===== src/rtl/disp_pkg.sv =====
// rtl/disp_pkg.sv - shared glyph and segment-ordering constants for the digit scanner
//
// Purpose: one home for the 7-segment glyph table and the segment bit layout.
// Segment format, active-high: seg[7:1] = a..g, seg[0] = dp.
// Glyph constants always carry dp = 0. The scanner ORs in the decimal point separately.
// The hex glyphs A..F are always defined here.
// Whether the decoder uses them is decided in disp_seg_dec (DISP_HEX_EN).

package disp_pkg;

  // segment bit positions within seg[7:0]
  localparam int SEG_BIT_A  = 7;
  localparam int SEG_BIT_B  = 6;
  localparam int SEG_BIT_C  = 5;
  localparam int SEG_BIT_D  = 4;
  localparam int SEG_BIT_E  = 3;
  localparam int SEG_BIT_F  = 2;
  localparam int SEG_BIT_G  = 1;
  localparam int SEG_BIT_DP = 0;

  localparam logic [7:0] SEG_BLANK   = 8'h00;
  localparam logic [7:0] SEG_DP_MASK = 8'h01 << SEG_BIT_DP;

  // decimal glyphs
  localparam logic [7:0] GLYPH_0 = 8'hFC;
  localparam logic [7:0] GLYPH_1 = 8'h60;
  localparam logic [7:0] GLYPH_2 = 8'hDA;
  localparam logic [7:0] GLYPH_3 = 8'hF2;
  localparam logic [7:0] GLYPH_4 = 8'h66;
  localparam logic [7:0] GLYPH_5 = 8'hB6;
  localparam logic [7:0] GLYPH_6 = 8'hBE;
  localparam logic [7:0] GLYPH_7 = 8'hE0;
  localparam logic [7:0] GLYPH_8 = 8'hFE;
  localparam logic [7:0] GLYPH_9 = 8'hF6;

  // hex glyphs: A, b, C, d, E, F
  localparam logic [7:0] GLYPH_A = 8'hEE;
  localparam logic [7:0] GLYPH_B = 8'h3E;
  localparam logic [7:0] GLYPH_C = 8'h9C;
  localparam logic [7:0] GLYPH_D = 8'h7A;
  localparam logic [7:0] GLYPH_E = 8'h9E;
  localparam logic [7:0] GLYPH_F = 8'h8E;

endpackage


===== src/rtl/disp_seg_dec.sv =====
// rtl/disp_seg_dec.sv - combinational 4-bit code to 7-segment glyph decoder
//
// Purpose: maps one 4-bit code to its segment pattern. The dp bit of the result is always clear.
// Configuration macro: DISP_HEX_EN.
//   defined   - codes 10..15 show A, b, C, d, E, F
//   undefined - codes 10..15 decode dark (all segments off)
// Ports:
//   code   in  4  code to display
//   glyph  out 8  {a,b,c,d,e,f,g,dp}, active-high, dp = 0

import disp_pkg::*;

module disp_seg_dec (
  input  logic [3:0] code,
  output logic [7:0] glyph
);

  always_comb begin
    glyph = SEG_BLANK;
    case (code)
      4'd0:  glyph = GLYPH_0;
      4'd1:  glyph = GLYPH_1;
      4'd2:  glyph = GLYPH_2;
      4'd3:  glyph = GLYPH_3;
      4'd4:  glyph = GLYPH_4;
      4'd5:  glyph = GLYPH_5;
      4'd6:  glyph = GLYPH_6;
      4'd7:  glyph = GLYPH_7;
      4'd8:  glyph = GLYPH_8;
      4'd9:  glyph = GLYPH_9;
`ifdef DISP_HEX_EN
      4'd10: glyph = GLYPH_A;
      4'd11: glyph = GLYPH_B;
      4'd12: glyph = GLYPH_C;
      4'd13: glyph = GLYPH_D;
      4'd14: glyph = GLYPH_E;
      4'd15: glyph = GLYPH_F;
`else
      default: glyph = SEG_BLANK;
`endif
    endcase
  end

endmodule


===== src/rtl/disp_scan.sv =====
// rtl/disp_scan.sv - time-multiplexed 7-segment scanner with shadow registers
//
// Purpose: holds a shadow copy of DIGITS codes and their dp/blank flags.
// It lights one digit at a time, and each digit stays active for SCAN_DIV clocks.
// Configuration macro: DISP_HEX_EN, passed through to disp_seg_dec (hex glyphs for codes 10..15).
// Ports:
//   clk  in  1          rising-edge clock
//   rst  in  1          asynchronous active-high reset
//   st   in  1          scan enable; 0 blanks and parks the scanner on digit 0
//   ld   in  1          shadow load strobe for num/dp/blk
//   num  in  4*DIGITS   packed codes, digit i = num[4i+3:4i]
//   dp   in  DIGITS     decimal point per digit
//   blk  in  DIGITS     blank per digit
//   seg  out 8          registered {a..g,dp}, active-high
//   dig  out DIGITS     registered digit select, active-low one-cold

import disp_pkg::*;

module disp_scan #(
  parameter int DIGITS   = 8,
  parameter int SCAN_DIV = 50000
) (
  input  logic                  clk,
  input  logic                  rst,
  input  logic                  st,
  input  logic                  ld,
  input  logic [4*DIGITS-1:0]   num,
  input  logic [DIGITS-1:0]     dp,
  input  logic [DIGITS-1:0]     blk,
  output logic [7:0]            seg,
  output logic [DIGITS-1:0]     dig
);

  localparam int CNT_W = (SCAN_DIV > 1) ? $clog2(SCAN_DIV) : 1;
  localparam int IDX_W = (DIGITS > 1) ? $clog2(DIGITS) : 1;

  // terminal values; the index wraps at DIGITS, not at a power of two
  localparam logic [CNT_W-1:0] CNT_LAST = CNT_W'(SCAN_DIV - 1);
  localparam logic [IDX_W-1:0] IDX_LAST = IDX_W'(DIGITS - 1);

  logic [4*DIGITS-1:0] sh_num;
  logic [DIGITS-1:0]   sh_dp;
  logic [DIGITS-1:0]   sh_blk;

  logic [CNT_W-1:0]    cnt;
  logic [IDX_W-1:0]    idx;

  logic [3:0]          cur_code;
  logic                cur_dp;
  logic                cur_blk;
  logic [DIGITS-1:0]   cur_sel_n;
  logic [7:0]          cur_glyph;
  logic [7:0]          seg_nx;

  // Select the active digit from the shadow copy.
  // The loop compare keeps the mux legal for any DIGITS, including 1.
  always_comb begin
    cur_code  = 4'h0;
    cur_dp    = 1'b0;
    cur_blk   = 1'b0;
    cur_sel_n = '1;
    for (int i = 0; i < DIGITS; i++) begin
      if (idx == IDX_W'(i)) begin
        cur_code     = sh_num[4*i +: 4];
        cur_dp       = sh_dp[i];
        cur_blk      = sh_blk[i];
        cur_sel_n[i] = 1'b0;
      end
    end
  end

  disp_seg_dec u_dec (
    .code  (cur_code),
    .glyph (cur_glyph)
  );

  // A blanked digit is fully dark, dp included. Its select line still drives the digit.
  always_comb begin
    seg_nx = SEG_BLANK;
    if (!cur_blk)
      seg_nx = cur_glyph | (cur_dp ? SEG_DP_MASK : SEG_BLANK);
  end

  // shadow registers: load whenever ld is high, independent of st
  always_ff @(posedge clk or posedge rst) begin
    if (rst) begin
      sh_num <= '0;
      sh_dp  <= '0;
      sh_blk <= '0;
    end else if (ld) begin
      sh_num <= num;
      sh_dp  <= dp;
      sh_blk <= blk;
    end
  end

  // Prescaler, digit index and registered outputs.
  // The outputs are built from the pre-edge idx and shadow values.
  // A new index or a new shadow value therefore appears one edge later.
  always_ff @(posedge clk or posedge rst) begin
    if (rst) begin
      cnt <= '0;
      idx <= '0;
      seg <= SEG_BLANK;
      dig <= '1;
    end else if (!st) begin
      cnt <= '0;
      idx <= '0;
      seg <= SEG_BLANK;
      dig <= '1;
    end else begin
      seg <= seg_nx;
      dig <= cur_sel_n;
      if (cnt == CNT_LAST) begin
        cnt <= '0;
        idx <= (idx == IDX_LAST) ? '0 : idx + 1'b1;
      end else begin
        cnt <= cnt + 1'b1;
      end
    end
  end

endmodule

===== config.mk =====
export PLATFORM = sky130hd
export DESIGN_NAME = disp_scan
export DESIGN_NICKNAME = d
export VERILOG_FILES = /design/src/rtl/disp_pkg.sv /design/src/rtl/disp_seg_dec.sv /design/src/rtl/disp_scan.sv
export SDC_FILE = /design/constraint.sdc
export NUM_CORES = 1
export LEC_CHECK = 0
export CORE_MARGIN = 5
export CORE_UTILIZATION = 53
export DETAILED_ROUTE_END_ITERATION = 6
export PLACE_DENSITY = 0.8
export SYNTH_ARGS = -nofsm -noshare
export SYNTH_HDL_FRONTEND = slang
export SYNTH_SLANG_ARGS = --single-unit
export TNS_END_PERCENT = 30

===== constraint.sdc =====
create_clock -name clk -period 3.49 [get_ports clk]
set_input_delay 1.047 -clock clk [delete_from_list [all_inputs] [get_ports clk]]
set_output_delay 1.047 -clock clk [all_outputs]
set_load 0.1 [all_outputs]

Word level (Yosys, flattened, before mapping)
Memories as Yosys holds them, arrays and structs flattened.
Cells that the tools add are included.
{ "totals": {"ff_bits": 83, "rom_bits": 112, "out_inout_bits": 16, "n_memories": 1} }
{ "classes": {"add_sub_neg": 2, "eq_ne": 9, "mux": 41, "bitwise": 1, "reduce_logical": 1} }
{ "mem_list": {"columns": ["name", "depth", "width", "rd", "rd_ports_with_merged_regs", "wr", "line", "source"], "rows": [
  ["(no name shown)", 16, 7, 1, 0, 0, "disp_seg_dec.sv:20", "case (code)"]
]} }
{ "ops": {"columns": ["cell", "n"], "rows": [
  ["two-way mux 16 bit", 2],
  ["two-way mux 4 bit", 8],
  ["two-way mux 1 bit", 25],
  ["two-way mux 8 bit", 3],
  ["adder 16 x 1 -> 16 bit, second input constant", 1],
  ["== test 16 bit, second input constant", 1],
  ["== test 3 bit, second input constant", 4],
  ["two-way mux 3 bit", 3],
  ["bitwise OR 8 x 1 -> 8 bit", 1],
  ["== test 3 x 2 -> 1 bit, second input constant", 2],
  ["adder 3 x 1 -> 3 bit, second input constant", 1],
  ["== test 3 x 1 -> 1 bit, second input constant", 1],
  ["zero test 3 bit", 1],
  ["!= test 2 x 1 -> 1 bit, second input constant", 1]
]} }

Longest topological paths before layout
{ "logic_depth": {"ltp_word": 13, "ltp_mapped": 13, "depth_no_buf": 11} }

By module
From an unflattened synthesis, not the netlist that was laid out.
{ "unflattened": {"cells_unflattened": 368, "area_unflattened_um2": 4086.4} }
{ "modules_own_cells": {"columns": ["mod", "n_inst", "cells_each", "area_per_inst_um2", "seq_area_each_um2"], "rows": [
  ["disp_scan", 1, 338, 3856.2, 2087.0],
  ["disp_seg_dec", 1, 30, 230.2, 0.0]
]} }

Worst setup path before layout
Ideal clock, no wire load.
{ "synth_timing": {"path_kind": "register to register", "from": "register idx[0]", "to": "register seg[2]", "setup_ps": 79, "arrival_ps": 2323, "t_required_ps": 3411, "setup_slack_ps": 1088, "path_stages_with_launch": 13, "period_less_slack_ps": 2402, "path_cell_list": "dfrtp_1 ha_1 ha_1 buf_6 nand2_1 a22oi_1 or3_1 o221ai_2 inv_1 ha_1 mux2i_1 nand2_1 a21oi_1"} }
{ "synth_via": {"elab_chain_len": 13, "word_cells_on_any_way": 28, "classes_between": "eq/ne (7); mux (18); bitwise (1); reduce/logical (1); memory (1)"} }
{ "synth_lines": {"columns": ["item", "line", "source"], "rows": [
  ["from (decl)", "disp_scan.sv:46", "logic [IDX_W-1:0] idx;"],
  ["from (signal assigned)", "disp_scan.sv:116", "idx <= (idx == IDX_LAST) ? '0 : idx + 1'b1;"],
  ["zero test 3 bit", "disp_scan.sv:63", "if (idx == IDX_W'(i)) begin"],
  ["two-way mux 4 bit (8 in series)", "disp_scan.sv:63", null],
  ["memory (16 x 7 bit)", null, null],
  ["bitwise OR 8 x 1 -> 8 bit", "disp_scan.sv:81", "seg_nx = cur_glyph | (cur_dp ? SEG_DP_MASK : SEG_BLANK);"],
  ["two-way mux 8 bit (*)", "disp_scan.sv:80", "if (!cur_blk)"],
  ["two-way mux 8 bit (*)", "disp_scan.sv:106", "end else if (!st) begin"],
  ["to (signal assigned)", "disp_scan.sv:112", "seg <= seg_nx;"],
  ["to (decl)", "disp_scan.sv:30", "output logic [7:0] seg,"]
]} }
Every way passes the cells marked *; elsewhere a longest branch is shown, timed or not.
A chain may end at the register's enable or synchronous reset.

Worst setup path after layout
{ "layout_timing": {"from": "register idx[1]", "to": "register seg[4]"} }
The elaborated chain is that of the path after synthesis.

==> key figures <==
Worst setup path
  • Worst R2R Path Depth: 9
  • Max FO, Critical Path: 26
  • Crit path kind: reg -> reg
  • CP Launch Type: flip-flop
  • Worst EP arrival: 3180 ps
  • Endpoint class of the critical path: flip-flop
  • CP Data Required Time: 3770 ps

STA
  • Final setup vio count: 0
  • Crit share post-route: 83.25%
  • Worst Skew: 9.096 ps
  • Final min period: 2905 ps
  • Transition time of the tightest slew-check pin: 879.4 ps
  • Setup TNS Final: 0 ps
  • Fmax: 344.2 MHz
  • Rel. slew slack: 41.37%
  • RSZ-0062 raised after global routing: false
  • Final hold violations: 0
  • Max-slew violation count: 0

Yosys
  • Mapped Area: 4055 um2
  • Syn Area/Cell: 11.11 um2
  • Most common cell in the netlist: dfrtp_1
  • Net count after synthesis: 429
  • EDFF count, synth: 0
  • Primary FF master, synth: dfrtp_1
  • Synth top area cells: dfrtp_1 (46%), mux2_2 (11%), dfstp_2 (5.2%), ha_1 (3.7%), nand2_1 (3.7%)
  • Synth cell count leaders: dfrtp_1 (75), mux2_2 (41), nand2_1 (40)
  • Sequential fraction of the synthesis area: 51.47%
  • Async set-reset flop share out of synthesis: 100.0%
  • Synth unique cells: 50
  • Yosys Warn Count: 0
  • Synthesized flop and latch total: 83
  • Synth area leader: dfrtp_1
  • Cells after synthesis: 365
  • Share of Yosys cell area claimed by the top area cell type: 46.28%

Final layout
  • Layout cells sized above 1: 22.92%
  • N_diodes: 0
  • Design Area, Final: 4920 um2
  • Fill count: 569
  • Nets: 491
  • P&R area growth vs syn: 21.32%

Power
  • Maximum vdd ir drop: 224.7 uV
  • Leakage: 2.098 nW
  • P per Cell Area: 417.0 nW/um2

Drt
  • ANT nets after route: 0
  • DRC marker count from the first detailed-route iteration: 136
  • Pre-antenna DRT Iters: 4
  • WL/cell: 15.85 um
  • DR WL met2: 3.977 mm
  • Met3 WL: 401 um
  • Total Wirelength: 8.415 mm
  • Met1 Wirelength: 3.897 mm
  • Total number of vias: 2,869
  • Vias/cell: 5.403
  • DRC: 0
  • Highest metal used: met4

Placement
  • Placed wire-length estimate: 6.073 mm
  • Placed Area: 4726 um2
  • IO Port Bufs: 67
  • Routability Congestion: 0.9040

Floorplanning
  • Die H: 97.47 um
  • Row count: 31
  • Die W: 97.47 um
  • Initial Utilization: 55.03%
  • CORE AREA: 7370 um2
  • I/O pin count: 68
  • Die area: 9500 um2

Min path
  • Hold Path Class: reg -> reg
  • Hold depth: 1

Clocking
  • Clock transition at path regs: 80 ps
  • CTS sink count: 83
  • Clock tree from TritonCTS: yes
  • Setup Buffers After CTS: 0
  • Clk_lat worst skew: 360 ps
  • Post-CTS sizing: 0
  • Clk root buf: clkbuf_8
  • Longest Clk Path Bufs: 2
  • H-tree depth: 3
  • Cts hold-fix bufs: 0
  • CTS buffer count: 9

Global route
  • GRT Total Usage: 18.36%
  • Number of global-route vias before repair: 2,825
  • Congestion Overflow GR: 0
  • First-pass GRT wire length: 14.15 mm
  • Largest net degree at the start of global routing: 46
  • Initial antenna violation count: 0

Run status
  • Status: completed

Flow run
  • Maxcap violations: 0
-- worst paths after layout --
check	from	end	slack (ps)
max	idx[1]	seg[4]	580
min in group asynchronous	rst	seg[4]	1100
max in group asynchronous	rst	dig[7]	1680
max reg2reg	idx[1]	seg[4]	580
min	cnt[0]	cnt[0]	470
min reg2reg	cnt[0]	cnt[0]	470
-- metal layers --
layer | GRT usage, % | up-vias
met1 | 25.84 | 1398
li1 | - | 1379
met5 | 0 | -
met4 | 7.029 | 0
met3 | 3.589 | 11
met2 | 28.15 | 81
-- layout make-up --
type	instances	area [um2]	area share [%]
Timing Repair Buffer	71	668.1	13.58
Multi-Input combinational cell	245	1782	36.22
Clock inverter	5	52.55	1.068
Tap cell	99	123.9	2.518
Inverter	17	65.06	1.322
Clock buffer	11	141.4	2.874
Sequential cell	83	2087	42.42
-- registers in the layout, summed over array words and instances, names as in the netlist --
register  flops
seg           8
sh_dp         8
sh_num       32
dig           8
sh_blk        8
idx           3
cnt          16
-- layout by cell type, fill, tap and decap left out, types with 2 or more instances in the layout --
cell type        instances
dfrtp_1                 75
clkdlybuf4s50_1         50
mux2_2                  41
nand2_1                 40
a21oi_1                 23
nor2_1                  21
buf_4                   19
inv_1                   16
ha_1                    12
o21ai_0                 11
clkbuf_8                10
xnor2_1                  8
dfstp_2                  8
nand3_1                  7
nor2b_1                  6
xor2_1                   6
nor3_1                   5
mux2i_1                  5
and2_1                   5
nand3b_1                 5
a211oi_1                 4
a22oi_1                  4
clkinv_2                 4
and3_1                   3
nand4_1                  3
or3_1                    3
a221oi_1                 3
nand2b_1                 3
o211ai_1                 2
a221oi_2                 2
o31ai_1                  2
o31a_1                   2
-- kinds of logic after synthesis --
logic type                 Yosys count  synth area share [%]
xor gates and xnor gates            14                 3.024
muxes                               46                 12.62
DFF                                 83                 51.47
adders and majority gates           12                 3.702
AOI/OAI and AO/OA                   63                 10.95
buffers and inverters               37                 4.597
and+or+nand+nor                    110                 13.64
-- through the flow --
stage	cells	total power, mW	hold slack (ps)	setup WS (ps)	util, %
after floorplan	365	1.280	432.9	319.4	-
after global placement	515	1.387	443.9	741.4	64.13
after detailed placement	515	1.397	457.6	656.1	64.13
after CTS	531	2.068	468.5	605.1	66.76
after global routing	531	2.140	497.1	348.1	66.76
final	531	2.052	469.9	584.6	66.76
-- report_power, final --
group | switching (mW) | leakage (nW) | internal [mW]
logic | 0.169 | 0.979 | 0.146
registers | 0.0359 | 1.02 | 1.03
clock network | 0.327 | 0.0991 | 0.346
total | 0.531 | 2.10 | 1.52
-- critical path: stages, from the launching register on --
cell,delay [ps]
dfrtp_1,410
inv_1,110
ha_1,740
a21oi_1,140
a211oi_1,430
o221ai_2,240
ha_1,360
mux2i_1,160
nand2_1,70
a21oi_1,150
(Power assumes the default switching activity.)
